===== src/rtl/linear_seq.sv =====
// linear_seq: sequential fully-connected layer, data_out = data_in x weights + biases,
// one input element per cycle across OUTPUT_SIZE parallel MAC lanes, signed Q-format
// with saturation. Optional ReLU on the stored results when RELU_EN is defined.
// Ports:
//   clk, rst     rising-edge clock, synchronous active-high reset
//   enable       start request, sampled only while idle
//   data_in      [COUNT][INPUT_SIZE] activations, captured in LOAD
//   weights      [INPUT_SIZE][OUTPUT_SIZE] weight matrix, captured in LOAD
//   biases       [OUTPUT_SIZE] per-output bias, captured in LOAD
//   busy         high from LOAD through DONE
//   done         one-cycle pulse, all of data_out valid
//   data_out     [COUNT][OUTPUT_SIZE] registered results
module linear_seq #(
    parameter int INPUT_SIZE  = 4,
    parameter int OUTPUT_SIZE = 2,
    parameter int COUNT       = 1,
    parameter int DATA_WIDTH  = 16,
    parameter int FRAC_BITS   = 8,
    parameter int ACC_WIDTH   = 2 * DATA_WIDTH + $clog2(INPUT_SIZE + 1) + 1
) (
    input  logic                                                 clk,
    input  logic                                                 rst,
    input  logic                                                 enable,
    input  logic [COUNT-1:0][INPUT_SIZE-1:0][DATA_WIDTH-1:0]     data_in,
    input  logic [INPUT_SIZE-1:0][OUTPUT_SIZE-1:0][DATA_WIDTH-1:0] weights,
    input  logic [OUTPUT_SIZE-1:0][DATA_WIDTH-1:0]               biases,
    output logic                                                 busy,
    output logic                                                 done,
    output logic [COUNT-1:0][OUTPUT_SIZE-1:0][DATA_WIDTH-1:0]    data_out
);
    localparam int RW = COUNT > 1 ? $clog2(COUNT) : 1;
    localparam int KW = INPUT_SIZE > 1 ? $clog2(INPUT_SIZE) : 1;
    localparam logic signed [ACC_WIDTH-1:0] MAX_V =
        {{(ACC_WIDTH - DATA_WIDTH + 1){1'b0}}, {(DATA_WIDTH - 1){1'b1}}};
    localparam logic signed [ACC_WIDTH-1:0] MIN_V =
        {{(ACC_WIDTH - DATA_WIDTH + 1){1'b1}}, {(DATA_WIDTH - 1){1'b0}}};

    typedef enum logic [2:0] {IDLE, LOAD, MAC, STORE, DONE} state_t;

    state_t state, state_next;
    logic [RW-1:0] r;
    logic [KW-1:0] k;
    logic last_k, last_r;
    logic [COUNT-1:0][INPUT_SIZE-1:0][DATA_WIDTH-1:0]       data_q;
    logic [INPUT_SIZE-1:0][OUTPUT_SIZE-1:0][DATA_WIDTH-1:0] weights_q;
    logic [OUTPUT_SIZE-1:0][DATA_WIDTH-1:0]                 biases_q;
    logic signed [ACC_WIDTH-1:0]    acc      [OUTPUT_SIZE];
    logic signed [2*DATA_WIDTH-1:0] prod     [OUTPUT_SIZE];
    logic signed [ACC_WIDTH-1:0]    sum      [OUTPUT_SIZE];
    logic signed [ACC_WIDTH-1:0]    res      [OUTPUT_SIZE];
    logic [DATA_WIDTH-1:0]          sat      [OUTPUT_SIZE];
    logic [DATA_WIDTH-1:0]          res_word [OUTPUT_SIZE];

    assign last_k = k == KW'(INPUT_SIZE - 1);
    assign last_r = r == RW'(COUNT - 1);
    assign busy   = state != IDLE;
    assign done   = state == DONE;

    always_comb begin
        state_next = state;
        case (state)
            IDLE:    state_next = enable ? LOAD : IDLE;
            LOAD:    state_next = MAC;
            MAC:     state_next = last_k ? STORE : MAC;
            STORE:   state_next = last_r ? DONE : MAC;
            DONE:    state_next = IDLE;
            default: state_next = IDLE;
        endcase
    end

    // Per-lane product for the current (r, k) and the rounding/saturation path
    // used when a row is stored. The bias is aligned to the Q(2F) accumulator
    // before the arithmetic shift so truncation happens once, toward -inf.
    always_comb begin
        for (int j = 0; j < OUTPUT_SIZE; j++) begin
            prod[j] = $signed(data_q[r][k]) * $signed(weights_q[k][j]);
            sum[j]  = acc[j] + (ACC_WIDTH'($signed(biases_q[j])) <<< FRAC_BITS);
            res[j]  = sum[j] >>> FRAC_BITS;
            sat[j]  = res[j] > MAX_V ? MAX_V[DATA_WIDTH-1:0] :
                      res[j] < MIN_V ? MIN_V[DATA_WIDTH-1:0] : res[j][DATA_WIDTH-1:0];
`ifdef RELU_EN
            res_word[j] = sat[j][DATA_WIDTH-1] ? '0 : sat[j];
`else
            res_word[j] = sat[j];
`endif
        end
    end

    always_ff @(posedge clk) begin
        if (rst) begin
            state     <= IDLE;
            r         <= '0;
            k         <= '0;
            data_q    <= '0;
            weights_q <= '0;
            biases_q  <= '0;
            data_out  <= '0;
            for (int j = 0; j < OUTPUT_SIZE; j++) acc[j] <= '0;
        end else begin
            state <= state_next;
            case (state)
                LOAD: begin
                    data_q    <= data_in;
                    weights_q <= weights;
                    biases_q  <= biases;
                    r         <= '0;
                    k         <= '0;
                    for (int j = 0; j < OUTPUT_SIZE; j++) acc[j] <= '0;
                end
                MAC: begin
                    for (int j = 0; j < OUTPUT_SIZE; j++) acc[j] <= acc[j] + ACC_WIDTH'(prod[j]);
                    k <= last_k ? '0 : k + KW'(1);
                end
                STORE: begin
                    for (int j = 0; j < OUTPUT_SIZE; j++) begin
                        data_out[r][j] <= res_word[j];
                        acc[j]         <= '0;
                    end
                    r <= last_r ? '0 : r + RW'(1);
                end
                default: ;
            endcase
        end
    end
endmodule


===== config.mk =====
export PLATFORM = sky130hd
export DESIGN_NAME = linear_seq
export DESIGN_NICKNAME = d
export VERILOG_FILES = /design/src/rtl/linear_seq.sv
export SDC_FILE = /design/constraint.sdc
export NUM_CORES = 2
export LEC_CHECK = 0
export ABC_AREA = 1
export CAP_MARGIN = 20
export CELL_PAD_IN_SITES_DETAIL_PLACEMENT = 1
export CELL_PAD_IN_SITES_GLOBAL_PLACEMENT = 1
export CORE_UTILIZATION = 45
export CTS_CLUSTER_DIAMETER = 40
export CTS_CLUSTER_SIZE = 20
export DETAILED_ROUTE_END_ITERATION = 16
export PLACE_DENSITY = 0.77
export SLEW_MARGIN = 20
export SYNTH_ARGS = -nofsm -noshare
export SYNTH_HDL_FRONTEND = slang
export SYNTH_SLANG_ARGS = --single-unit
export TNS_END_PERCENT = 10

===== constraint.sdc =====
create_clock -name clk -period 9.7 [get_ports clk]
set_clock_uncertainty 0.2 [all_clocks]
set_input_delay 0.97 -clock clk [delete_from_list [all_inputs] [get_ports clk]]
set_output_delay 0.97 -clock clk [all_outputs]
set_load 0.05 [all_outputs]

==> results.py <==
metrics = {
    "status": {
        "outcome": "completed",
    },
    "cts": {
        "post_cts_buffers": 0,
        "clk_path_buf_depth": 3,
        "cts_tree": "yes",
        "clock_sinks": 333,
        "cts.hold.buffers_added": 0,
        "clkTransAtPathRegs_ns": 0.06,
        "cts_resized": 0,
        "cts_buffers": 70,
        "cts-root-buf": "clkbuf_16",
        "htree_levels": 3,
        "clk_latency_ns": 0.66,
    },
    "critical_path": {
        "r2r-end": "acc[0][32]",
        "crit_path_start_kind": "flip-flop",
        "critPathSlowestCell": "fa_1",
        "arrival_ns": 8.94,
        "r2r_start": "k[0]",
        "end_kind": "flip-flop",
        "reg2reg_depth": 25,
        "crit_buf_inv": 6,
        "slowest_delay_ns": 0.92,
        "cp.required_ns": 9.85,
        "path_delay_family": "adder cells",
        "crit_type": "flip-flop to flip-flop",
        "cp_max_fo": 46,
        "critPathMostFrequentCell": "fa_1",
        "reg2reg_slack_ns": 0.90,
    },
    "finish": {
        "final_core_util": 0.5234,
        "areaGrowthSynthToFinish_pct": 15.20,
        "multiInputGateArea_um2": 27690,
        "layout_common_cells": "inv_1, nand2_1, fa_1",
        "final_common_cell": "inv_1",
        "register_area_um2": 7391,
        "fill_cells": 11132,
        "drive_gt1_frac": 0.04717,
        "final_area_um2": 47180,
        "final_cells": 6754,
        "finalNetCount": 6643,
    },
    "yosys": {
        "synthAdderAreaFrac": 0.3901,
        "ys_seq_area_frac": 0.1804,
        "syn_avg_cell_area_um2": 7.709,
        "synth_cells": 5313,
        "synth_top_cell_by_area": "fa_1",
        "synth_compound_area_frac": 0.1132,
        "synth-simple-area-share": 0.1608,
        "synth_cell_type_count": 52,
        "ys_top_cells_by_area": "fa_1, dfxtp_1, inv_1, nand2_1, ha_1",
        "synth_xor_area_frac": 0.01130,
        "ys_ff_latch": 333,
        "synth_warnings": 0,
        "syn_nets": 6439,
        "synth_area_um2": 40960,
        "async_flop_share": 0,
        "muxShareOfSynthArea": 0,
        "synth_edf_count": 72,
        "ys.flop_type": "dfxtp_1",
        "synth_top_area_frac": 0.3079,
        "synth_top_family_by_area": "adder cells",
    },
    "pwr": {
        "irDropWorstVdd_v": 0.0001402,
        "power_density_nw_per_um2": 161.0,
        "total_leakage_power_nw": 23.27,
        "power_mw": 7.597,
    },
    "detailed_routing": {
        "drt-vias-per-instance": 5.277,
        "first_pass_iters": 5,
        "dr_total_vias": 35640,
        "wirelength_um": 142100,
        "routedWlPerCell_um": 21.03,
        "drc": 0,
        "ant_nets": 0,
        "first_iter_violations": 1986,
    },
    "timing": {
        "worstMarginPinSlew_ns": 1.101,
        "timing.fmax_mhz": 113.7,
        "hold_ws_ns": 0.2485,
        "rsz0062_at_grt": "false",
        "fin_crit_sh": 0.9068,
        "fin_ws_ns": 0.9036,
        "report.final.slew_viol_count": 0,
        "finalSetupViolCount": 0,
        "hold_violations": 0,
        "maxSlewHeadroom": 0.2659,
        "setup_tns_ns": 0,
        "fin_crit_ns": 8.796,
    },
    "die": {
        "fp.dieArea_um2": 92220,
        "core-area_um2": 90150,
        "dieHeight_um": 303.7,
        "pin_count": 261,
        "std_cell_rows": 110,
        "die-width_um": 303.7,
        "start_util": 0.4543,
    },
    "worst_hold_path": {
        "hold_depth": 2,
        "hold-path-endpoint": "weights_q[50]",
        "worstHoldStart": "weights_q[50]",
        "hold_path.class": "flip-flop to flip-flop",
    },
    "global_routing": {
        "antenna_found_initial": 2,
        "grt_pass1_wl_um": 225100,
        "gr-usage-all-layers": 0.3160,
        "grt_overflow": 0,
        "grt_pass1_vias": 39229,
        "grt_start_max_net_pins": 220,
    },
    "placed_design": {
        "gp_congestion": 0.9224,
        "hpwlAfterDp_um": 114400,
        "port_buffers": 260,
        "placed_cells": 6620,
        "place_ws_ns": 1.047,
        "postPlaceCellArea_um2": 44750,
    },
    "run": {
        "max_cap_viol_count": 0,
    },
}
-- Yosys cell counts (6+ instances only) --
master    instances
a21o_1            7
xnor2_1          18
a21oi_1         456
inv_1          1352
o21ai_0         284
a32oi_2          10
or2_2            25
edfxtp_1         72
nand3_2           9
nor2_1          495
nand4_1          32
xor2_1           33
fa_1            630
buf_2            36
buf_1            20
nand3b_1          6
clkbuf_1        130
inv_2             8
a32oi_1          38
nor2_2            8
ha_1            269
dfxtp_1         261
nor3_1           18
o21a_1            7
nand2_1         911
nand3_1         111
a21oi_2           6
o21bai_1          9
-- metal layers --
layer	global-route usage	share of wire
met1	0.3955	0.41
met2	0.5420	0.49
met3	0.04819	0.054
met4	0.1347	0.046
met5	0	0
-- final cells by class --
class	instances	share of cell area
Inverter	1362	0.1085
Sequential cell	333	0.1566
Clock buffer	84	0.03954
Clock inverter	46	0.01164
Multi-Input combinational cell	3427	0.5869
Timing Repair Buffer	323	0.06545
Antenna cell	3	0.0001591
Tap cell	1176	0.03119
-- power by group --
group / switching (mW) / internal, mW
sequential: 0.110 / 1.55
clock: 0.929 / 1.54
combinational: 2.26 / 1.21
-- tightest hold or removal path, stage by stage (launching register included) --
cell     delay (ns)
dfxtp_1        0.31
inv_1          0.05
a21oi_1        0.05
-- how the worst max path moves through the flow --
stage	from	to	slack (ns)	cells after the start
finish	k[0]	acc[0][32]	0.90	25
global placement	k[0]	acc[0][32]	1.30	25
global route	k[0]	acc[0][32]	0.40	27
detailed placement	k[0]	acc[0][33]	1.05	25
CTS	k[0]	acc[0][35]	0.96	25
floorplan	k[0]	acc[0][33]	2.74	28
-- registers in the layout (all words and copies together), names as in the netlist --
signal / cells
k: 2
state: 3
data_out: 32
biases_q: 32
data_q: 64
weights_q: 128
acc: 72
-- logic make-up after synthesis --
group	after synthesis
buf+inv	1553
compound gates	844
flops	333
simple gates	1632
xor+xnor	52
fa+ha+maj	899
(Power assumes the default switching activity.)
